--- src/rtl/qfmt_pkg.sv ---
// Shared Q-format definitions for the qadd / qmult / qdiv family.
package qfmt_pkg;

    // Sequencer states shared by the multi-cycle arithmetic blocks.
    typedef enum logic [1:0] {
        IDLE = 2'd0,
        RUN  = 2'd1,
        DONE = 2'd2
    } qstate_e;

    localparam int Q_DEF = 23;
    localparam int N_DEF = 32;

    // Index of the sign bit in an n-bit sign-magnitude word.
    function automatic int sign_idx(input int n);
        return n - 1;
    endfunction

endpackage

--- src/rtl/qmag_sat.sv ---
// Product formatter: truncation, saturation on overflow, no negative zero.
module qmag_sat
    import qfmt_pkg::*;
#(
    parameter int Q = Q_DEF,
    parameter int N = N_DEF
) (
    input  logic [2*N-3:0] p,
    input  logic           sign,
    output logic [N-1:0]   c,
    output logic           ovr
);

    localparam int M = N - 1;

    logic [M-1:0] mag;

    // Any integer bit above the representable range flags overflow and
    // saturates; fraction bits below Q are simply dropped.
    always_comb begin
        ovr = |p[2*N-3:Q+N-1];
        mag = ovr ? {M{1'b1}} : p[Q+N-2:Q];
        c   = {sign & (|mag), mag};
    end

endmodule

--- src/rtl/qmult_seq.sv ---
// Sequential sign-magnitude Q-format multiplier, one shift-add step per cycle.
module qmult_seq
    import qfmt_pkg::*;
#(
    parameter int Q = Q_DEF,
    parameter int N = N_DEF
) (
    input  logic         clk,
    input  logic         rst,
    input  logic [N-1:0] a,
    input  logic [N-1:0] b,
    input  logic         start,
    output logic [N-1:0] c,
    output logic         busy,
    output logic         done,
    output logic         ovr
);

    localparam int M  = N - 1;        // magnitude width
    localparam int PW = 2 * N - 2;    // full product width
    localparam int CW = $clog2(N);    // holds N-1
    localparam int SB = sign_idx(N);

    qstate_e        state_q, state_d;
    logic [PW-1:0]  mcand_q, mcand_d;
    logic [M-1:0]   mplier_q, mplier_d;
    logic [PW-1:0]  acc_q, acc_d;
    logic           sign_q, sign_d;
    logic [CW-1:0]  cnt_q, cnt_d;
    logic [N-1:0]   c_q, c_d;
    logic           ovr_q, ovr_d;
    logic           done_q, done_d;

    logic [N-1:0]   sat_c;
    logic           sat_ovr;

    qmag_sat #(.Q(Q), .N(N)) u_sat (
        .p    (acc_q),
        .sign (sign_q),
        .c    (sat_c),
        .ovr  (sat_ovr)
    );

    // Next-state and datapath: latch in IDLE, shift-add in RUN, publish in DONE.
    always_comb begin
        state_d  = state_q;
        mcand_d  = mcand_q;
        mplier_d = mplier_q;
        acc_d    = acc_q;
        sign_d   = sign_q;
        cnt_d    = cnt_q;
        c_d      = c_q;
        ovr_d    = ovr_q;
        done_d   = 1'b0;
        unique case (state_q)
            IDLE: begin
                if (start) begin
                    mcand_d  = {{(PW-M){1'b0}}, a[M-1:0]};
                    mplier_d = b[M-1:0];
                    sign_d   = a[SB] ^ b[SB];
                    acc_d    = '0;
                    cnt_d    = CW'(M);
                    state_d  = RUN;
                end
            end
            RUN: begin
                if (mplier_q[0]) acc_d = acc_q + mcand_q;
                mplier_d = mplier_q >> 1;
                mcand_d  = mcand_q << 1;
                cnt_d    = cnt_q - 1'b1;
                // The last of the N-1 steps happens on this edge.
                if (cnt_q == CW'(1)) state_d = DONE;
            end
            DONE: begin
                c_d     = sat_c;
                ovr_d   = sat_ovr;
                done_d  = 1'b1;
                state_d = IDLE;
            end
            default: state_d = IDLE;
        endcase
    end

    // State and datapath registers; reset abandons any operation in flight.
    always_ff @(posedge clk or posedge rst) begin
        if (rst) begin
            state_q  <= IDLE;
            mcand_q  <= '0;
            mplier_q <= '0;
            acc_q    <= '0;
            sign_q   <= 1'b0;
            cnt_q    <= '0;
            c_q      <= '0;
            ovr_q    <= 1'b0;
            done_q   <= 1'b0;
        end else begin
            state_q  <= state_d;
            mcand_q  <= mcand_d;
            mplier_q <= mplier_d;
            acc_q    <= acc_d;
            sign_q   <= sign_d;
            cnt_q    <= cnt_d;
            c_q      <= c_d;
            ovr_q    <= ovr_d;
            done_q   <= done_d;
        end
    end

    assign c    = c_q;
    assign ovr  = ovr_q;
    assign done = done_q;
    assign busy = (state_q == RUN);

endmodule
--- config.mk ---
export PLATFORM = sky130hd
export DESIGN_NAME = qmult_seq
export DESIGN_NICKNAME = d
export VERILOG_FILES = /design/src/rtl/qfmt_pkg.sv /design/src/rtl/qmag_sat.sv /design/src/rtl/qmult_seq.sv
export SDC_FILE = /design/constraint.sdc
export NUM_CORES = 1
export LEC_CHECK = 0
export ABC_CLOCK_PERIOD_IN_PS = 11800
export CORE_AREA = 3 3 198 200
export DETAILED_ROUTE_END_ITERATION = 10
export DIE_AREA = 0 0 201 203
export DONT_BUFFER_PORTS = 1
export PLACE_DENSITY = 0.51
export REMOVE_ABC_BUFFERS = 1
export SLEW_MARGIN = 20
export SYNTH_ARGS = -nofsm -noshare
export SYNTH_HDL_FRONTEND = slang
export SYNTH_SLANG_ARGS = --single-unit
--- constraint.sdc ---
create_clock -name clk -period 11.8 [get_ports clk]
set_input_delay 1.18 -clock clk [delete_from_list [all_inputs] [get_ports clk]]
set_output_delay 1.18 -clock clk [all_outputs]
set_load 0.01 [all_outputs]
## Yosys cells after proc, flatten, opt, wreduce, memory -nomap -nowiden

Index checks and enable logic that the tools add are counted.

- Bitwise operators: 2
- Equality and inequality tests: 6
- Add/sub/neg operators: 2
- Reductions and logical operators: 8
- Multiplexer cells: 14

Operators with widths:

| kind | number |
|---|---|
| case mux 62 bit (2 select lines) | 2 |
| two-way mux 62 bit | 3 |
| adder 62 bit | 1 |
| two-way mux 31 bit | 2 |
| case mux 31 bit (2 select lines) | 1 |
| OR reduction 31 bit | 1 |
| case mux 5 bit (2 select lines) | 1 |
| OR reduction 8 bit | 1 |
| AND reduction 2 bit | 3 |
| equality test 5 x 1 -> 1 bit (second input constant) | 1 |
| two-way mux 5 bit | 1 |
| subtractor 5 x 1 -> 5 bit (second input constant) | 1 |
| two-way mux 2 bit | 2 |
| != test 2 x 1 -> 1 bit (second input constant) | 2 |
| case mux 2 bit (2 select lines) | 1 |
| AND reduction 3 bit | 1 |
| equality test 2 x 1 -> 1 bit (second input constant) | 1 |
| equality test 2 bit (second input constant) | 1 |
| zero test 2 bit | 1 |
| != test 2 bit (second input constant) | 1 |
| nonzero test 2 bit | 1 |
| AND 1 bit | 1 |
| two-way mux 1 bit | 1 |
| XOR 1 bit | 1 |

- Logic and storage cells: 41
- Input bits: 67
- Register bits after elaboration: 197
- Output and inout bits: 35

## Logic depth before layout (Yosys ltp)

Gate-level depths: netlist of the first run.

- Word-level depth: 4
- Depth in mapped cells: 13
- Gate-level depth less buffers: 13

## By module

A second synthesis of the first run with hierarchy kept.

- Cell total of the unflattened synthesis: 1314
- Area total of the unflattened synthesis: 11637.4 sq um

Modules (own cells, without submodules):

| module | cells an instance | times used | area each (sq um) |
|---|---|---|---|
| qmult_seq | 1266 | 1 | 11343.4 |
| qmag_sat | 48 | 1 | 294.0 |

## Least setup slack after synthesis of the first run

No wires, ideal clock.

- Kind: reg2reg
- From: reg mcand_q[0]
- To: reg acc_q[46]
- Stages on the path, launching flop included: 14
- Setup slack: 8.736 ns
- Arrival time: 2.935 ns
- Period minus slack after synthesis: 3.064 ns
- Library setup time: 0.129 ns
- Buffers on the path: 0
- Required time: 11.671 ns
- Cell sequence: dfrtp_1 -> ha_1 -> inv_1 -> fa_1 -> and2b_1 -> o31ai_2 -> a21oi_2 -> a32oi_2 -> o31a_1 -> o31ai_4 -> a31oi_2 -> o31ai_2 -> xnor2_1 -> o21ai_1

- Longest elaborated chain between the ends: 3

Ends and longest elaborated chain:

| item | line | text |
|---|---|---|
| from (decl) | qmult_seq.sv:25 | `logic [PW-1:0] mcand_q, mcand_d;` |
| from (signal assigned) | qmult_seq.sv:98 | `mcand_q <= mcand_d;` |
| adder 62 bit | qmult_seq.sv:67 | `if (mplier_q[0]) acc_d = acc_q + mcand_q;` |
| two-way mux 62 bit | qmult_seq.sv:67 |  |
| case mux 62 bit (2 select lines) | qmult_seq.sv:55 | `unique case (state_q)` |
| to (signal assigned) | qmult_seq.sv:90 | `acc_q <= '0;` |
| to (signal assigned) | qmult_seq.sv:100 | `acc_q <= acc_d;` |
| to (decl) | qmult_seq.sv:27 | `logic [PW-1:0] acc_q, acc_d;` |

No other way between the ends. The select of a mux whose other input is x is not followed.
A chain may end at the register's enable or synchronous reset.

## Final worst setup path of the first run

- From: reg mcand_q[0]
- To: reg acc_q[58]

The elaborated chain is that of the path after synthesis.

==> results of run 1 <==
## stage by stage
stage | hold WS, ns | instance area (µm²) | total power (W) | std cells
5_1_grt | 0.503 | 12300 | 0.00384 | 1782
2_1_floorplan | 0.446 | 11000 | 0.00245 | 1228
3_3_place_gp | 0.457 | 11800 | 0.00292 | 1750
4_1_cts | 0.483 | 12300 | 0.00355 | 1782
6_report | 0.477 | 12300 | 0.00352 | 1782
3_5_place_dp | 0.463 | 11800 | 0.00294 | 1750
## power breakdown
group	total [W]	switching (W)	leakage [nW]	internal, W
clock	0.000589	0.000303	0.283	0.000287
combinational	0.00176	0.00109	2.89	0.000674
sequential	0.00116	0.000234	2.37	0.000928
## routing by layer
metal / global-route usage / vias up / share of wire
li1: - / 4535 / -
met1: 0.212 / 4521 / 0.49
met2: 0.247 / 165 / 0.46
met3: 0.0354 / 19 / 0.044
met4: 0.0356 / 2 / 0.010
met5: 0 / - / 0.00065
## synth_stat cells, types with 3 or more instances
cell	n
sky130_fd_sc_hd__xor2_1	26
sky130_fd_sc_hd__a31oi_1	12
sky130_fd_sc_hd__a41oi_1	3
sky130_fd_sc_hd__and2_1	7
sky130_fd_sc_hd__xnor2_1	25
sky130_fd_sc_hd__nand3_1	13
sky130_fd_sc_hd__nor2b_1	5
sky130_fd_sc_hd__o31ai_2	3
sky130_fd_sc_hd__o21bai_1	9
sky130_fd_sc_hd__a21oi_1	95
sky130_fd_sc_hd__a21o_1	39
sky130_fd_sc_hd__o21ai_0	119
sky130_fd_sc_hd__nand4_1	18
sky130_fd_sc_hd__o22ai_1	3
sky130_fd_sc_hd__a32o_1	4
sky130_fd_sc_hd__dfrtp_1	197
sky130_fd_sc_hd__nor4_1	12
sky130_fd_sc_hd__nor2_1	101
sky130_fd_sc_hd__clkbuf_1	68
sky130_fd_sc_hd__a211oi_1	9
sky130_fd_sc_hd__a22oi_1	60
sky130_fd_sc_hd__ha_1	63
sky130_fd_sc_hd__nand2b_1	5
sky130_fd_sc_hd__buf_2	3
sky130_fd_sc_hd__nor3_1	15
sky130_fd_sc_hd__o31ai_1	5
sky130_fd_sc_hd__mux2i_1	4
sky130_fd_sc_hd__nand2_1	287
sky130_fd_sc_hd__and3_1	11
sky130_fd_sc_hd__inv_1	21
sky130_fd_sc_hd__o21ai_1	5
## layout make-up
| class | instances | area, µm² |
|---|---|---|
| Inverter | 21 | 87.6 |
| Timing Repair Buffer | 11 | 82.6 |
| Clock inverter | 14 | 136 |
| Tap cell | 511 | 639 |
| Multi-Input combinational cell | 1010 | 6020 |
| Fill cell | 3995 | 25200 |
| Clock buffer | 18 | 439 |
| Sequential cell | 197 | 4930 |
## state kept, by name, summed over array words and instances, names as in the netlist
register,flops
mcand_q,62
ovr,1
sign_q,1
c,32
state_q,2
done,1
acc_q,62
mplier_q,31
cnt_q,5
## worst max path at each step
stage               cells past startpoint        end  slack [ns]        from
floorplan                               1   acc_q[0]        5.25         rst
finish                                 13  acc_q[58]        8.19  mcand_q[0]
detailed placement                     13  acc_q[56]        8.21  mcand_q[0]
global placement                       13  acc_q[58]        8.24  mcand_q[0]
global route                           13  acc_q[58]        7.87  mcand_q[0]
CTS                                    13  acc_q[58]        8.16  mcand_q[0]
## kinds of logic (layout without fill, tap and decap cells)
logic type,after synthesis,in the layout,share of synthesized area
adder cells (fa/ha/maj),64,64,0.0716
multiplexers,4,4,0.00355
AO/OA/AOI/OAI,402,402,0.233
AND/OR/NAND/NOR,489,489,0.184
buffers and inverters,94,64,0.0316
XOR/XNOR,51,51,0.0396
flip-flops,197,197,0.437
## critical path: stages, from the launching register on
cell and delay (ns):
sky130_fd_sc_hd__dfrtp_1 0.38, sky130_fd_sc_hd__ha_1 0.18, sky130_fd_sc_hd__inv_1 0.05, sky130_fd_sc_hd__fa_1 0.39
sky130_fd_sc_hd__and2b_1 0.24, sky130_fd_sc_hd__o31ai_2 0.09, sky130_fd_sc_hd__a21oi_2 0.26, sky130_fd_sc_hd__a32oi_2 0.23
sky130_fd_sc_hd__o22ai_1 0.42, sky130_fd_sc_hd__o31ai_4 0.16, sky130_fd_sc_hd__o41ai_4 0.57, sky130_fd_sc_hd__a41oi_1 0.21
sky130_fd_sc_hd__xor2_1 0.18, sky130_fd_sc_hd__o21ai_0 0.16
==> impl_summary.log, run 1 <==
[metrics] Worst Setup Start Kind: register
[metrics] FF-to-FF Start: mcand_q[0]
[metrics] setup fix buffers added after clock tree synthesis: 0
[metrics] library cell with the largest summed area after synthesis: sky130_fd_sc_hd__dfrtp_1
[metrics] die footprint: 40,800 µm²
[metrics] static leakage: 5.55 nW
[metrics] gpl congestion: 0.834
[metrics] effective utilization at floorplan: 0.300
[metrics] power density over the cells: 285 nW/µm²
[metrics] maximum number of pins on one net before global-route repair: 81
[metrics] final slew viol count: 0
[metrics] maximum clock path buffer count: 2
[metrics] number of enable flip-flop cells after synthesis: 0
[metrics] global-route total usage across every layer: 0.154
[metrics] die boundary height: 203 µm
[metrics] Setup CP Type: reg2reg
[metrics] dominant register cell in the synthesized netlist: sky130_fd_sc_hd__dfrtp_1
[metrics] DR vias: 9,242
[metrics] via count of the first global-routing pass: 9,354
[metrics] number of buffers inserted for hold repair after clock tree synthesis: 0
[metrics] Clock Sinks: 197
[metrics] Core ar.: 37,600 µm²
[metrics] total I/O pin count: 102
[metrics] initial antenna violation count: 1
[metrics] x dimension of the die: 201 µm
[metrics] Worst Hold Path Cells: 2
[metrics] Rows: 71
[metrics] register clock-pin slew on the reported worst setup and hold paths: 0.08 ns
[metrics] fraction of the yosys area taken by sequential cells: 0.437
[metrics] mean number of vias per cell: 5.19
[metrics] worst path arrival time: 3.99 ns
[metrics] post-route clock period utilization: 0.306
[metrics] end of the worst register-to-register path: acc_q[58]
[metrics] number of port buffers: 0
[metrics] final core area utilization: 0.328
[metrics] CTS tree: built
[metrics] Yosys Warn Count: 0
[metrics] buffer cell driving the clock tree root: sky130_fd_sc_hd__clkbuf_16
[metrics] number of setup violations in the final report: 0
[metrics] Syn-to-layout area delta: 9.34%
[metrics] Seq cells post-synth: 197
[metrics] CTS H-Tree Depth: 4
[metrics] cts repair resizes: 0
[metrics] timing-limited maximum frequency: 0.277 GHz
[metrics] critical path endpoint category: register
[metrics] Post-Synthesis Mean Instance Area: 8.67 µm²
[metrics] worst slew pin tran: 0.806 ns
[metrics] number of distinct library cells after synthesis: 70
[metrics] ANT nets after route: 0
[metrics] number of DRC violations after detailed-routing iteration 0: 489
[metrics] Inserted Diodes: 0
[metrics] cells taking the most area after synthesis: sky130_fd_sc_hd__dfrtp_1 (44%), sky130_fd_sc_hd__nand2_1 (9.5%), sky130_fd_sc_hd__ha_1 (7.0%)
[metrics] top-area cell type share of the netlist area: 0.437
[metrics] global-route wire length before repair: 51.5 mm
[metrics] Post-Route Setup TNS: 0 ns
[metrics] net count reported at finish: 1,389
[metrics] CTS buffer count: 17
[metrics] routed wire length per instance: 17.3 µm
[metrics] number of standard cells after synthesis: 1,301
[metrics] Place WS: 8.21 ns
[metrics] post-detailed-placement half-perimeter wirelength: 21.3 mm
[metrics] residual DRC count: 0
[metrics] post-synthesis async set-or-reset flop share: 1.00
[metrics] overall overflow remaining after global route: 0
[metrics] Worst Hold End: mplier_q[7]
[metrics] number of endpoints with negative hold slack in the final report: 0
[metrics] worst-case reg-to-reg path depth: 13
[metrics] most common cell after layout, fill and taps aside: sky130_fd_sc_hd__nand2_1
[metrics] Worst Path Max Fanout: 6
[metrics] Final min period: 3.61 ns
[metrics] Worst Hold Class: reg2reg
[metrics] cell area after technology mapping: 11,300 µm²
[metrics] maximum clock skew at final layout: 0.0147 ns
[metrics] final worst setup slack: 8.19 ns
[metrics] maximum resistive drop on vdd: 114 µV
[metrics] data required time of the worst path: 12.17 ns
[metrics] tightest slew margin relative to the limit: 0.463
[metrics] leading cell types in the layout, fill and taps excluded: sky130_fd_sc_hd__nand2_1 (287), sky130_fd_sc_hd__dfrtp_1 (197), sky130_fd_sc_hd__o21ai_0 (119), sky130_fd_sc_hd__nor2_1 (99), sky130_fd_sc_hd__a21oi_1 (95)
[metrics] unrepaired setup endpoints after global routing: no
[metrics] result of the run: finished, final reports clean
[metrics] Hold Startpoint: mplier_q[7]
[metrics] worst setup slack for register-to-register paths: 8.19 ns
[metrics] clock insertion delay at the later pin of the skew report: 0.46 ns
[metrics] Max-cap violations: 0
[metrics] share of final-layout standard cells stronger than drive strength 1: 0.0527
[metrics] total wire length: 30.9 mm
[metrics] first-pass iteration count of the detailed router: 4
No activity file was read; power rests on OpenSTA's default activity.
==> run 2, diff against run 1 <==
--- a/config.mk
+++ b/config.mk
@@ -5,12 +5,12 @@
 export SDC_FILE = /design/constraint.sdc
 export NUM_CORES = 1
 export LEC_CHECK = 0
-export ABC_CLOCK_PERIOD_IN_PS = 11800
+export ABC_CLOCK_PERIOD_IN_PS = 2900
 export CORE_AREA = 3 3 198 200
 export DETAILED_ROUTE_END_ITERATION = 10
 export DIE_AREA = 0 0 201 203
 export DONT_BUFFER_PORTS = 1
-export PLACE_DENSITY = 0.51
+export PLACE_DENSITY = 0.53
 export REMOVE_ABC_BUFFERS = 1
 export SLEW_MARGIN = 20
 export SYNTH_ARGS = -nofsm -noshare
==> constraint.sdc (replaced) <==
create_clock -name clk -period 2.9 [get_ports clk]
set_input_delay 0.29 -clock clk [delete_from_list [all_inputs] [get_ports clk]]
set_output_delay 0.29 -clock clk [all_outputs]
set_load 0.01 [all_outputs]
==> impl_summary.log, run 2 (synthesis results as in run 1) <==
[metrics] CTS buffer count: 17 (unchanged)
[metrics] register clock-pin slew on the reported worst setup and hold paths: 0.08 ns (about the same)
[metrics] Place WS: -0.298 ns (was 8.21 ns)
[metrics] gpl congestion: 0.850 (was 0.834)
[metrics] power density over the cells: 1160 nW/µm² (was 285 nW/µm²)
[metrics] x dimension of the die: 201 µm (unchanged)
[metrics] Rows: 71 (unchanged)
[metrics] buffer cell driving the clock tree root: sky130_fd_sc_hd__clkbuf_16 (unchanged)
[metrics] CTS H-Tree Depth: 4 (unchanged)
[metrics] most common cell after layout, fill and taps aside: sky130_fd_sc_hd__nand2_1 (unchanged)
[metrics] total I/O pin count: 102 (unchanged)
[metrics] critical path endpoint category: register (unchanged)
[metrics] net count reported at finish: 1,655 (was 1,389)
[metrics] total power: 0.0174 W (was 0.00352 W)
[metrics] number of endpoints with negative hold slack in the final report: 0 (unchanged)
[metrics] worst path arrival time: 3.35 ns (was 3.99 ns)
[metrics] first-pass iteration count of the detailed router: 5 (was 4)
[metrics] maximum clock path buffer count: 2 (unchanged)
[metrics] data required time of the worst path: 3.21 ns (was 12.17 ns)
[metrics] mean number of vias per cell: 5.01 (was 5.19)
[metrics] Clock Sinks: 197 (unchanged)
[metrics] leading cell types in the layout, fill and taps excluded: sky130_fd_sc_hd__nand2_1 (284), sky130_fd_sc_hd__buf_4 (207), sky130_fd_sc_hd__dfrtp_1 (197), sky130_fd_sc_hd__o21ai_0 (108), sky130_fd_sc_hd__nor2_1 (97) (was sky130_fd_sc_hd__nand2_1 (287), sky130_fd_sc_hd__dfrtp_1 (197), sky130_fd_sc_hd__o21ai_0 (119), sky130_fd_sc_hd__nor2_1 (99), sky130_fd_sc_hd__a21oi_1 (95))
[metrics] worst slew pin tran: 0.677 ns (was 0.806 ns)
[metrics] number of setup violations in the final report: 12 (was 0)
[metrics] result of the run: complete, but fails checks (was finished, final reports clean)
[metrics] clock insertion delay at the later pin of the skew report: 0.45 ns (was 0.46 ns)
[metrics] ANT nets after route: 0 (unchanged)
[metrics] buffers plus inverters on the worst setup path: 1 (unchanged)
[metrics] final slew viol count: 0 (unchanged)
[metrics] global-route total usage across every layer: 0.161 (was 0.154)
[metrics] post-route clock period utilization: 1.05 (was 0.306)
[metrics] Final min period: 3.03 ns (was 3.61 ns)
[metrics] family with the most delay on the worst path: compound AO/OA/AOI/OAI gates (unchanged)
[metrics] residual DRC count: 0 (unchanged)
[metrics] Crit-path slowest cell: sky130_fd_sc_hd__dfrtp_1 (was sky130_fd_sc_hd__o41ai_4)
[metrics] delay of the slowest critical-path stage: 0.36 ns (was 0.57 ns)
[metrics] effective utilization at floorplan: 0.300 (unchanged)
[metrics] tightest slew margin relative to the limit: 0.549 (was 0.463)
[metrics] Worst Setup Start Kind: register (unchanged)
[metrics] violated checks: negative setup slack
[metrics] Core ar.: 37,600 µm² (unchanged)
[metrics] timing-limited maximum frequency: 0.330 GHz (was 0.277 GHz)
[metrics] final worst setup slack: -0.133 ns (was 8.19 ns)
[metrics] critical path's most frequent cell: sky130_fd_sc_hd__o31ai_2
[metrics] via count of the first global-routing pass: 10.4k (was 9,354)
[metrics] die boundary height: 203 µm (unchanged)
[metrics] Setup CP Type: reg2reg (unchanged)
[metrics] post-detailed-placement half-perimeter wirelength: 23.0 mm (was 21.3 mm)
[metrics] Max-cap violations: 0 (unchanged)
[metrics] worst hold slack after final layout: 0.0949 ns (was 0.477 ns)
[metrics] filler cell count in the final layout: 3,791 (was 3,995)
[metrics] CTS tree: built (unchanged)
[metrics] overall overflow remaining after global route: 0 (unchanged)
[metrics] number of port buffers: 0 (unchanged)
[metrics] initial antenna violation count: 1 (unchanged)
[metrics] number of DRC violations after detailed-routing iteration 0: 705 (was 489)
[metrics] share of final-layout standard cells stronger than drive strength 1: 0.207 (was 0.0527)
[metrics] maximum clock skew at final layout: 0.0141 ns (was 0.0147 ns)
[metrics] maximum resistive drop on vdd: 540 µV (was 114 µV)
[metrics] Worst Hold Class: in2reg (was reg2reg)
[metrics] cells along the critical path: ha_2, inv_2, fa_2, and2b_1, o31ai_2, a21oi_2, a32oi_4, o31a_1, o31ai_4, a31oi_4, o31ai_2, xnor2_1, o21ai_1 (was ha_1, inv_1, fa_1, and2b_1, o31ai_2, a21oi_2, a32oi_2, o22ai_1, o31ai_4, o41ai_4, a41oi_1, xor2_1, o21ai_0)
[metrics] Worst Path Max Fanout: 4 (was 6)
[metrics] Syn-to-layout area delta: 32.6% (was 9.34%)
[metrics] unrepaired setup endpoints after global routing: yes (was no)
[metrics] global-route wire length before repair: 54.2 mm (was 51.5 mm)
[metrics] die footprint: 40,800 µm² (unchanged)
[metrics] DR vias: 10.3k (was 9,242)
[metrics] total wire length: 33.0 mm (was 30.9 mm)
[metrics] routed wire length per instance: 16.1 µm (was 17.3 µm)
[metrics] static leakage: 6.89 nW (was 5.55 nW)
[metrics] maximum number of pins on one net before global-route repair: 105 (was 81)
==> run 2: changes by cell type in the layout (fill, tap and decap cells not counted), sizes merged, moves of 2 or more <==
cell         before  now
clkbuf           18   20
buf              11  215
clkinv            6    3
dlygate4sd3       0   62
==> run 2: where the power goes <==
part	switching (W)	internal (W)	total, W
sequential	0.000787	0.00378	0.00457
clock	0.00120	0.00129	0.00249
combinational	0.00545	0.00487	0.0103
total	0.00744	0.00993	0.0174
==> run 2: per-stage QoR <==
stage               setup TNS, ns   util  std cells  area, µm²
floorplan                 -784.79      -       1228      11000
CTS                         -1.32  0.391       2040      14700
finish                     -0.808  0.398       2049      15000
global placement            -3.10  0.352       1936      13200
detailed placement          -3.83  0.352       1936      13200
global route                -3.24  0.398       2049      15000
==> run 2: repair_timing <==
action | CTS | global route
endpoints found under the setup margin | 24 | 33
hold buffers | 62 | 0
resized for setup | 36 | 42
hold endpoints to repair | 140 | 0
pin swaps | 26 | 18
setup buffers | 10 | 9
==> run 2: per-layer routing <==
metal	GRT usage	routed length [µm]	up-vias
met1	0.221	16000	4991
met2	0.268	15400	182
met4	0.0334	339	0
met3	0.0287	1240	24
li1	-	-	5067
met5	0	0	-
==> run 2: cell type report <==
cell class                      instances  area [µm²]  area share
Tap cell                              511         639      0.0427
Clock inverter                         12         131     0.00878
Antenna cell                            1        2.50    0.000167
Inverter                               21        87.6     0.00585
Timing Repair Buffer                  277        2310       0.154
Multi-Input combinational cell       1010        6400       0.427
Clock buffer                           20         467      0.0312
Sequential cell                       197        4930       0.329
==> run 2: path summary, 6_finish.rpt <==
kind / from / endpoint / slack (ns) / depth (start not counted)
worst max-delay path: mcand_q[0] / acc_q[46] / -0.13 / 13
worst min-delay path: a[26] / mcand_q[26] / 0.09 / 2
worst min register to register: mplier_q[2] / mplier_q[2] / 0.49 / 2
max in group asynchronous: rst / acc_q[8] / 1.69 / 3
min in group asynchronous: rst / done / 0.42 / 2
worst max register to register: mcand_q[0] / acc_q[46] / -0.13 / 13
==> run 2: worst reg2reg max path: cells and delay by family (launching register included) <==
kind / cells / cell delay (ns)
AND/OR/NAND/NOR: 1 / 0.22
AO/OA/AOI/OAI: 8 / 1.63
buffers and inverters: 1 / 0.04
flip-flops: 1 / 0.36
XOR/XNOR: 1 / 0.15
adder cells (fa/ha/maj): 2 / 0.52
==> run 3, diff against run 2 <==
--- a/config.mk
+++ b/config.mk
@@ -6,13 +6,14 @@
 export NUM_CORES = 1
 export LEC_CHECK = 0
 export ABC_CLOCK_PERIOD_IN_PS = 2900
-export CORE_AREA = 3 3 198 200
+export CORE_AREA = 3 3 201 203
 export DETAILED_ROUTE_END_ITERATION = 10
-export DIE_AREA = 0 0 201 203
+export DIE_AREA = 0 0 204 206
 export DONT_BUFFER_PORTS = 1
 export PLACE_DENSITY = 0.53
 export REMOVE_ABC_BUFFERS = 1
 export SLEW_MARGIN = 20
 export SYNTH_ARGS = -nofsm -noshare
 export SYNTH_HDL_FRONTEND = slang
+export SYNTH_HIERARCHICAL = 1
 export SYNTH_SLANG_ARGS = --single-unit
==> impl_summary.log, run 3 <==
[metrics] critical path's most frequent cell: sky130_fd_sc_hd__a21oi_2 (was sky130_fd_sc_hd__o31ai_2)
[metrics] Clock Sinks: 197 (unchanged)
[metrics] cells along the critical path: ha_4, a211oi_2, nor2_2, o311ai_4, a21oi_2, a211o_1, a31o_4, a21oi_2, nor4_1, or3_1 (was ha_2, inv_2, fa_2, and2b_1, o31ai_2, a21oi_2, a32oi_4, o31a_1, o31ai_4, a31oi_4, o31ai_2, xnor2_1, o21ai_1)
[metrics] gpl congestion: 0.918 (was 0.850)
[metrics] critical path endpoint category: register (unchanged)
[metrics] Worst Hold Class: in2reg (unchanged)
[metrics] worst path arrival time: 3.13 ns (was 3.35 ns)
[metrics] number of setup violations in the final report: 0 (was 12)
[metrics] ANT nets after route: 0 (unchanged)
[metrics] post-synthesis async set-or-reset flop share: 1.00 (unchanged)
[metrics] total I/O pin count: 102 (unchanged)
[metrics] simple-gate portion of the synthesized area: 0.182 (was 0.184)
[metrics] maximum clock skew at final layout: 0.0129 ns (was 0.0141 ns)
[metrics] tightest slew margin relative to the limit: 0.488 (was 0.549)
[metrics] residual DRC count: 0 (unchanged)
[metrics] top-area cell type share of the netlist area: 0.424 (was 0.437)
[metrics] Commonest cells post-synth: sky130_fd_sc_hd__nand2_1 (295), sky130_fd_sc_hd__dfrtp_1 (197), sky130_fd_sc_hd__o21ai_0 (106) (was sky130_fd_sc_hd__nand2_1 (287), sky130_fd_sc_hd__dfrtp_1 (197), sky130_fd_sc_hd__o21ai_0 (119))
[metrics] number of port buffers: 0 (unchanged)
[metrics] net count reported at finish: 1,518 (was 1,655)
[metrics] worst slew pin tran: 0.768 ns (was 0.677 ns)
[metrics] maximum number of pins on one net before global-route repair: 97 (was 105)
[metrics] initial antenna violation count: 2 (was 1)
[metrics] most common cell after layout, fill and taps aside: sky130_fd_sc_hd__nand2_1 (unchanged)
[metrics] buffer cell driving the clock tree root: sky130_fd_sc_hd__clkbuf_16 (unchanged)
[metrics] final core area utilization: 0.363 (was 0.398)
[metrics] first-pass iteration count of the detailed router: 5 (unchanged)
[metrics] post-route clock period utilization: 0.964 (was 1.05)
[metrics] Setup CP Type: reg2reg (unchanged)
[metrics] CTS H-Tree Depth: 4 (unchanged)
[metrics] overall overflow remaining after global route: 0 (unchanged)
[metrics] cells taking the most area after synthesis: sky130_fd_sc_hd__dfrtp_1 (42%), sky130_fd_sc_hd__nand2_1 (9.5%), sky130_fd_sc_hd__ha_1 (6.8%) (was sky130_fd_sc_hd__dfrtp_1 (44%), sky130_fd_sc_hd__nand2_1 (9.5%), sky130_fd_sc_hd__ha_1 (7.0%))
[metrics] library cell with the largest summed area after synthesis: sky130_fd_sc_hd__dfrtp_1 (unchanged)
[metrics] worst setup slack for register-to-register paths: 0.10 ns (was -0.13 ns)
[metrics] number of endpoints with negative hold slack in the final report: 0 (unchanged)
[metrics] static leakage: 6.00 nW (was 6.89 nW)
[metrics] worst hold slack after final layout: 0.0561 ns (was 0.0949 ns)
[metrics] die boundary height: 206 µm (was 203 µm)
[metrics] M1 wire length: 15.8 mm (was 16.0 mm)
[metrics] Post-Synthesis Mean Instance Area: 8.86 µm² (was 8.67 µm²)
[metrics] Worst Path Max Fanout: 5 (was 4)
[metrics] maximum resistive drop on vdd: 602 µV (was 540 µV)
[metrics] number of enable flip-flop cells after synthesis: 0 (unchanged)
[metrics] effective utilization at floorplan: 0.301 (was 0.300)
[metrics] cell area after technology mapping: 11,600 µm² (was 11,300 µm²)
[metrics] area used by multi-input combinational logic: 6530 µm² (was 6400 µm²)
[metrics] result of the run: finished, final reports clean (was complete, but fails checks)
[metrics] buffers plus inverters on the worst setup path: 0 (was 1)
[metrics] family with the most delay on the worst path: compound AO/OA/AOI/OAI gates (unchanged)
[metrics] final cell count without fillers: 1,919 (was 2,049)
[metrics] register clock-pin slew on the reported worst setup and hold paths: 0.08 ns (about the same)
[metrics] DR vias: 9,812 (was 10.3k)
[metrics] number of DRC violations after detailed-routing iteration 0: 585 (was 705)
[metrics] number of standard cells after synthesis: 1,314 (was 1,301)
[metrics] Core ar.: 38,600 µm² (was 37,600 µm²)
[metrics] dominant register cell in the synthesized netlist: sky130_fd_sc_hd__dfrtp_1 (unchanged)
[metrics] x dimension of the die: 204 µm (was 201 µm)
[metrics] end of the worst register-to-register path: acc_q[51] (was acc_q[46])
[metrics] main combinational cell family by area after synthesis: compound AO/OA/AOI/OAI gates (unchanged)
[metrics] Worst Hold End: sign_q (was mcand_q[26])
[metrics] Compound-Gate Fraction of Synth Area: 0.217 (was 0.233)
[metrics] cell count after placement: 1,817 (was 1,936)
[metrics] fraction of the yosys area taken by sequential cells: 0.424 (was 0.437)
[metrics] filler cell count in the final layout: 3,936 (was 3,791)
[metrics] Rows: 72 (was 71)
[metrics] share of cell area taken by muxes after synthesis: 0.0345 (was 0.00355)
[metrics] number of distinct library cells after synthesis: 71 (was 70)
[metrics] area share of fa/ha/maj cells after synthesis: 0.0695 (was 0.0716)
[metrics] die footprint: 42,000 µm² (was 40,800 µm²)
[metrics] global-route total usage across every layer: 0.158 (was 0.161)
[metrics] Seq cells post-synth: 197 (unchanged)
[metrics] Stages on worst setup path: 10 (was 13)
[metrics] CTS tree: built (unchanged)
[metrics] via count of the first global-routing pass: 9,944 (was 10.4k)
[metrics] Crit-path slowest cell: sky130_fd_sc_hd__dfrtp_1 (unchanged)
[metrics] timing-limited maximum frequency: 0.358 GHz (was 0.330 GHz)
[metrics] mean number of vias per cell: 5.11 (was 5.01)
[metrics] FF-to-FF Start: mcand_q[8] (was mcand_q[0])
[metrics] data required time of the worst path: 3.23 ns (was 3.21 ns)
[metrics] Final min period: 2.80 ns (was 3.03 ns)
[metrics] share of final-layout standard cells stronger than drive strength 1: 0.163 (was 0.207)
[metrics] clock insertion delay at the later pin of the skew report: 0.45 ns (about the same)
[metrics] unrepaired setup endpoints after global routing: yes (unchanged)
[metrics] Worst Hold Path Cells: 2 (unchanged)
[metrics] Syn-to-layout area delta: 20.5% (was 32.6%)
[metrics] met2 layer wire length in the routed design: 15.4 mm (about the same)
[metrics] Yosys Warn Count: 6 (was 0)
[metrics] leading cell types in the layout, fill and taps excluded: sky130_fd_sc_hd__nand2_1 (295), sky130_fd_sc_hd__dfrtp_1 (197), sky130_fd_sc_hd__o21ai_0 (101), sky130_fd_sc_hd__buf_4 (70), sky130_fd_sc_hd__dlygate4sd3_1 (63) (was sky130_fd_sc_hd__nand2_1 (284), sky130_fd_sc_hd__buf_4 (207), sky130_fd_sc_hd__dfrtp_1 (197), sky130_fd_sc_hd__o21ai_0 (108), sky130_fd_sc_hd__nor2_1 (97))
[metrics] delay of the slowest critical-path stage: 0.41 ns (was 0.36 ns)
[metrics] most common cell in the synthesized netlist: sky130_fd_sc_hd__nand2_1 (unchanged)
[metrics] maximum clock path buffer count: 2 (unchanged)
[metrics] DR top layer: met4 (unchanged)
[metrics] total wire length: 32.8 mm (was 33.0 mm)
[metrics] CTS buffer count: 17 (unchanged)
[metrics] Hold Startpoint: a[31] (was a[26])
[metrics] Max-cap violations: 0 (unchanged)
[metrics] final slew viol count: 0 (unchanged)
[metrics] global-route wire length before repair: 53.9 mm (was 54.2 mm)
[metrics] power density over the cells: 1140 nW/µm² (was 1160 nW/µm²)
[metrics] xor-xnor portion of the synthesized cell area: 0.0376 (was 0.0396)
[metrics] Worst Setup Start Kind: register (unchanged)
[metrics] flip-flop and latch area: 4930 µm² (unchanged)
[metrics] worst-case reg-to-reg path depth: 10 (was 13)
[metrics] routed wire length per instance: 17.1 µm (was 16.1 µm)
[metrics] length of routed met3 wiring: 1.41 mm (was 1.24 mm)
[metrics] post-detailed-placement half-perimeter wirelength: 23.1 mm (was 23.0 mm)
[run 3: routing by layer]
metal,GRT usage,vias up
li1,-,4825
met1,0.220,4813
met2,0.259,165
met3,0.0290,9
met4,0.0344,0
met5,0,-
[run 3: cell type report]
| cell class | count | share of cell area |
|---|---|---|
| multi-input cells | 1009 | 0.466 |
| well taps | 518 | 0.0462 |
| clock inverters | 15 | 0.0139 |
| repair buffers | 134 | 0.0839 |
| clock buffers | 17 | 0.0303 |
| inverters | 28 | 0.00812 |
| diodes | 1 | 0.000178 |
| flip-flops and latches | 197 | 0.352 |
[run 3: kinds of logic after synthesis]
group / Yosys count
and+or+nand+nor: 477
muxes: 36
DFF: 197
adders and majority gates: 64
AOI/OAI and AO/OA: 382
buffers and inverters: 108
xor gates and xnor gates: 50
[run 3: worst max-delay path by stage]
stage,slack (ns),to,start
global placement,0.00006,acc_q[51],mcand_q[8]
floorplan,-2.76,acc_q[0],rst
detailed placement,-0.0002,acc_q[51],mcand_q[8]
finish,0.10,acc_q[51],mcand_q[8]
global route,-0.05,acc_q[33],mcand_q[18]
CTS,0.0007,acc_q[56],mcand_q[0]
[run 3: timing repair]
| item | in CTS | in global routing |
|---|---|---|
| gates cloned | 0 | 0 |
| hold endpoints to repair | 154 | 0 |
| hold buffers | 63 | 0 |
| setup buffers | 0 | 6 |
| endpoints found under the setup margin | 3 | 27 |
| gates resized for setup | 2 | 41 |
| pin swaps | 3 | 17 |
[run 3: power by group]
part           leakage (nW)  internal [W]  switching (W)
logic                  3.33       0.00368        0.00501
clock network         0.306       0.00138        0.00118
registers              2.37       0.00378       0.000893
total                  6.00       0.00884        0.00709
[run 3: metrics by stage]
step	cell area (µm²)	total power (W)	setup WS (ns)	setup TNS, ns
after floorplan	11300	0.0103	-2.76	-785.11
after global placement	12500	0.0128	0.0000646	0
after detailed placement	12500	0.0129	-0.000181	-0.000181
after CTS	13800	0.0156	0.000685	0
after global routing	14000	0.0173	-0.0500	-0.158
final	14000	0.0159	0.103	0
==> patch 1 (settings of run 3) <==
Re-encode `qstate_e` (3 states) as one-hot, 3 bits wide.
--- a/src/rtl/qfmt_pkg.sv
+++ b/src/rtl/qfmt_pkg.sv
@@ -2,10 +2,10 @@
 package qfmt_pkg;
 
     // Sequencer states shared by the multi-cycle arithmetic blocks.
-    typedef enum logic [1:0] {
-        IDLE = 2'd0,
-        RUN  = 2'd1,
-        DONE = 2'd2
+    typedef enum logic [2:0] {
+        IDLE = 3'b001,
+        RUN  = 3'b010,
+        DONE = 3'b100
     } qstate_e;
 
     localparam int Q_DEF = 23;
Check against the original RTL: no difference found for any inputs over 10 cycles, from zero or initial values and one cycle with rst high; not proved beyond that.
==> patch 1 against run 3 <==
  * First-iteration DRC count decreased by 16%
  * Sequential share of layout area down 2.3 points
  * Routed wire length grew 2.8%
  * Worst setup slack worse by 0.058 ns
  * Area after synthesis rose by 0.31%
  * Total power is 18% lower
  * Sequential cell count up 1
  * Design area up 7.4%
  * Fmax shrank 2.0%
==> patch 1: results (changes against run 3) <==
\begin{tabular}{lr}
\hline
Metric & Value \\
\hline
\multicolumn{2}{l}{\textbf{Worst setup path}} \\
Reg2Reg Depth & 12 (was 10) \\
Capturing point of the worst reg2reg path & acc\_q[57] (was acc\_q[51]) \\
Setup slack of the most critical reg-to-reg path & 0.05 ns (was 0.10 ns) \\
Maximum cell stage delay along the critical path & 0.43 ns (was 0.41 ns) \\
Arrival @ worst endpoint & 3.21 ns (was 3.13 ns) \\
\multicolumn{2}{l}{\textbf{Logic synthesis}} \\
Unique cell type count in the Yosys netlist & 84 (was 71) \\
Most area-consuming cells after synthesis & sky130\_fd\_sc\_hd\_\_dfrtp\_1 (42\%), sky130\_fd\_sc\_hd\_\_ha\_1 (6.8\%), sky130\_fd\_sc\_hd\_\_nor2\_1 (5.4\%) (was sky130\_fd\_sc\_hd\_\_dfrtp\_1 (42\%), sky130\_fd\_sc\_hd\_\_nand2\_1 (9.5\%), sky130\_fd\_sc\_hd\_\_ha\_1 (6.8\%)) \\
Sequential-to-total area share from yosys stat & 42.45\% (was 42.36\%) \\
\multicolumn{2}{l}{\textbf{Pwr}} \\
Worst voltage drop across the vdd grid & 552.3 µV (was 601.9 µV) \\
Lkg Pwr & 6.614 nW (was 6.003 nW) \\
Total clock network power & 0.00269 W (was 0.00257 W) \\
\multicolumn{2}{l}{\textbf{Routing}} \\
WL/cell & 17.02 µm (was 17.10 µm) \\
Max layer used & met5 (was met4) \\
Detailed Routing Iterations Pass 1 & 4 (was 5) \\
Via count & 10.18k (was 9812) \\
\multicolumn{2}{l}{\textbf{Timing}} \\
Fin Hold WS & 0.02296 ns (was 0.05612 ns) \\
Worst clock skew & 0.01231 ns (was 0.01289 ns) \\
\multicolumn{2}{l}{\textbf{Place}} \\
Total instance count after detailed placement & 1876 (was 1817) \\
Final weighted congestion in routability-driven placement & 0.8697 (was 0.9181) \\
Half-perimeter wire length after detailed placement & 24010 µm (was 23100 µm) \\
\multicolumn{2}{l}{\textbf{Global route}} \\
GRT met3 Usage & 3.812\% (was 2.898\%) \\
Largest net degree at the start of global routing & 82 (was 97) \\
GR met1 Demand/Resource & 22.44\% (was 21.99\%) \\
Met2 demand-to-capacity share in global routing & 25.94\% (was 25.91\%) \\
\multicolumn{2}{l}{\textbf{Hold path}} \\
Startpoint of the most critical hold path & b[3] (was a[31]) \\
End of the worst hold path & mplier\_q[3] (was sign\_q) \\
\multicolumn{2}{l}{\textbf{Status}} \\
Run status & finished clean (unchanged) \\
\multicolumn{2}{l}{\textbf{Finish}} \\
Layout filler cell count & 3845 (was 3936) \\
Final net count & 1580 (was 1518) \\
\multicolumn{2}{l}{\textbf{CTS}} \\
Clock network latency to the later pin of the worst-skew pair & 0.47 ns (was 0.45 ns) \\
\hline
\end{tabular}
==> patch 1: cell count changes after synthesis, sizes merged, moves of 7 or more <==
cell / before / now
and3: 5 / 16
a21oi: 68 / 81
nor3: 17 / 10
o21ai: 121 / 90
nand2: 295 / 67
nor2: 39 / 168
nand3: 28 / 74
a31oi: 15 / 8
o22ai: 1 / 61
a22oi: 59 / 3
a22o: 2 / 33
==> patch 1: timing repair <==
action,in CTS,in global routing
resized for setup,21,59
setup buffers,8,5
pin swaps,14,29
hold endpoints to repair,129,0
setup endpoints to repair,14,34
hold buffers,60,0
==> patch 1: metrics by stage <==
step / utilization (%) / power (W) / worst slack (ns) / area [µm²]
3_5_place_dp: 34.40 / 0.009895 / -0.2309 / 13290
6_report: 38.97 / 0.01311 / 0.04541 / 15060
5_1_grt: 38.97 / 0.01412 / -0.09661 / 15060
4_1_cts: 38.11 / 0.01290 / 0.00008327 / 14730
3_3_place_gp: 34.40 / 0.009856 / -0.1612 / 13290
2_1_floorplan: - / 0.007294 / -4.242 / 11270
==> patch 1: worst max-delay path by stage <==
stage,from,endpoint,cells past startpoint
6_report,mcand_q[1],acc_q[57],12
5_1_grt,mcand_q[1],acc_q[57],12
4_1_cts,acc_q[1],acc_q[57],12
3_5_place_dp,mcand_q[0],acc_q[46],13
3_3_place_gp,mcand_q[0],acc_q[42],13
2_1_floorplan,state_q[0],mcand_q[0],4
==> patch 1: final cells by class <==
| type | count | share of cell area, % |
|---|---|---|
| diodes | 1 | 0.01661 |
| clock buffers | 18 | 2.916 |
| clock inverters | 14 | 1.387 |
| inverters | 26 | 0.6978 |
| multi-input cells | 959 | 44.23 |
| flip-flops and latches | 198 | 32.90 |
| well taps | 518 | 4.303 |
| repair buffers | 247 | 13.55 |
==> patch 2 (config.mk and constraints of run 3) <==
Made on the original files. The output `done` loses its register stage (`done_q` becomes a continuous assignment).
--- a/src/rtl/qmult_seq.sv
+++ b/src/rtl/qmult_seq.sv
@@ -92,7 +92,6 @@
             cnt_q    <= '0;
             c_q      <= '0;
             ovr_q    <= 1'b0;
-            done_q   <= 1'b0;
         end else begin
             state_q  <= state_d;
             mcand_q  <= mcand_d;
@@ -102,9 +101,10 @@
             cnt_q    <= cnt_d;
             c_q      <= c_d;
             ovr_q    <= ovr_d;
-            done_q   <= done_d;
         end
     end
+
+    assign done_q = done_d;
 
     assign c    = c_q;
     assign ovr  = ovr_q;
Function: same outputs for any inputs over 10 cycles, from zero or initial values and one cycle with rst high; that may be too few to reach the edited logic, so the function may still have changed.
==> patch 2 against run 3 <==
  * Critical path depth up 2
  * First-iteration DRC count grew 2.7%
  * Routed wire length shrank 0.71%
  * Core utilization up 0.062 points
  * Design area grew 0.17%
  * Total power increased by 0.39%
  * Via count up 0.11%
  * Worst setup slack about the same
  * Die area did not move
  * Critical endpoint is now acc_q[47]
  * Fmax about the same
  * Area after synthesis shrank 0.22%
  * Sequential cell count decreased by 1
  * Critical path type unchanged
==> patch 2: results (changes against run 3) <==
\begin{tabular}{lr}
\hline
Metric & Value \\
\hline
\multicolumn{2}{l}{\textbf{Finish}} \\
Share of cells above drive strength 1 & 15.78\% (was 16.29\%) \\
Layout filler cell count & 3903 (was 3936) \\
Final net count & 1512 (was 1518) \\
\multicolumn{2}{l}{\textbf{Timing}} \\
Max-slew headroom & 48.89\% (was 48.77\%) \\
Worst clock skew & 0.01169 ns (was 0.01289 ns) \\
Fin Hold WS & 0.05629 ns (was 0.05612 ns) \\
\multicolumn{2}{l}{\textbf{Global route}} \\
Largest net degree at the start of global routing & 101 (was 97) \\
GRT met3 Usage & 3.544\% (was 2.898\%) \\
Met2 demand-to-capacity share in global routing & 25.55\% (was 25.91\%) \\
Wire length of the first global-routing pass & 53690 µm (was 53900 µm) \\
GR met1 Demand/Resource & 21.13\% (was 21.99\%) \\
Combined global-route utilization of all metal layers & 15.74\% (was 15.85\%) \\
Antenna violations before repair & 3 (was 2) \\
\multicolumn{2}{l}{\textbf{Logic synthesis}} \\
Most area-consuming cells after synthesis & sky130\_fd\_sc\_hd\_\_dfrtp\_1 (42\%), sky130\_fd\_sc\_hd\_\_nand2\_1 (9.5\%), sky130\_fd\_sc\_hd\_\_ha\_1 (6.8\%) (unchanged) \\
Sequential-to-total area share from yosys stat & 42.24\% (was 42.36\%) \\
Post-synthesis area per instance & 8.844 µm² (was 8.856 µm²) \\
\multicolumn{2}{l}{\textbf{Pwr}} \\
Worst voltage drop across the vdd grid & 558.3 µV (was 601.9 µV) \\
Lkg Pwr & 5.986 nW (was 6.003 nW) \\
\multicolumn{2}{l}{\textbf{Status}} \\
Run status & finished clean (unchanged) \\
\multicolumn{2}{l}{\textbf{Routing}} \\
Violation count after the first detailed-route iteration & 601 (was 585) \\
Total routed wirelength & 32580 µm (was 32810 µm) \\
Max layer used & met5 (was met4) \\
Vias per cell & 5.135 (was 5.113) \\
\multicolumn{2}{l}{\textbf{Worst setup path}} \\
First element of the critical path & acc\_q[30] (was mcand\_q[8]) \\
Destination of the critical timing path & acc\_q[47] (was acc\_q[51]) \\
Arrival @ worst endpoint & 3.12 ns (was 3.13 ns) \\
Reg2Reg Depth & 12 (was 10) \\
\multicolumn{2}{l}{\textbf{Place}} \\
Final weighted congestion in routability-driven placement & 0.8996 (was 0.9181) \\
\hline
\end{tabular}
patch 2: cell count changes after synthesis:
cell | before | now
sky130_fd_sc_hd__dfrtp_1 | 197 | 196
patch 2: cell families after synthesis:
family	Yosys count	synth area share (%)
adder cells (fa/ha/maj)	64	6.960
multiplexers	36	3.459
AND/OR/NAND/NOR	477	18.21
XOR/XNOR	50	3.771
flip-flops	196	42.24
AO/OA/AOI/OAI	382	21.75
buffers and inverters	108	3.610
patch 2: cell type report:
type / count / area (µm²) / share of cell area (%)
sequential: 196 / 4905 / 34.93
timing repair buffer: 129 / 1196 / 8.517
multi-input combinational: 1009 / 6549 / 46.63
clock buffer: 18 / 439.2 / 3.127
clock inverter: 14 / 190.2 / 1.354
tap: 518 / 648.1 / 4.615
antenna: 1 / 2.502 / 0.01782
inverter: 28 / 113.9 / 0.8108
patch 2: where the power goes:
part / switching [W] / internal [W]
combinational: 0.00502 / 0.00372
clock: 0.00117 / 0.00141
sequential: 0.000908 / 0.00376
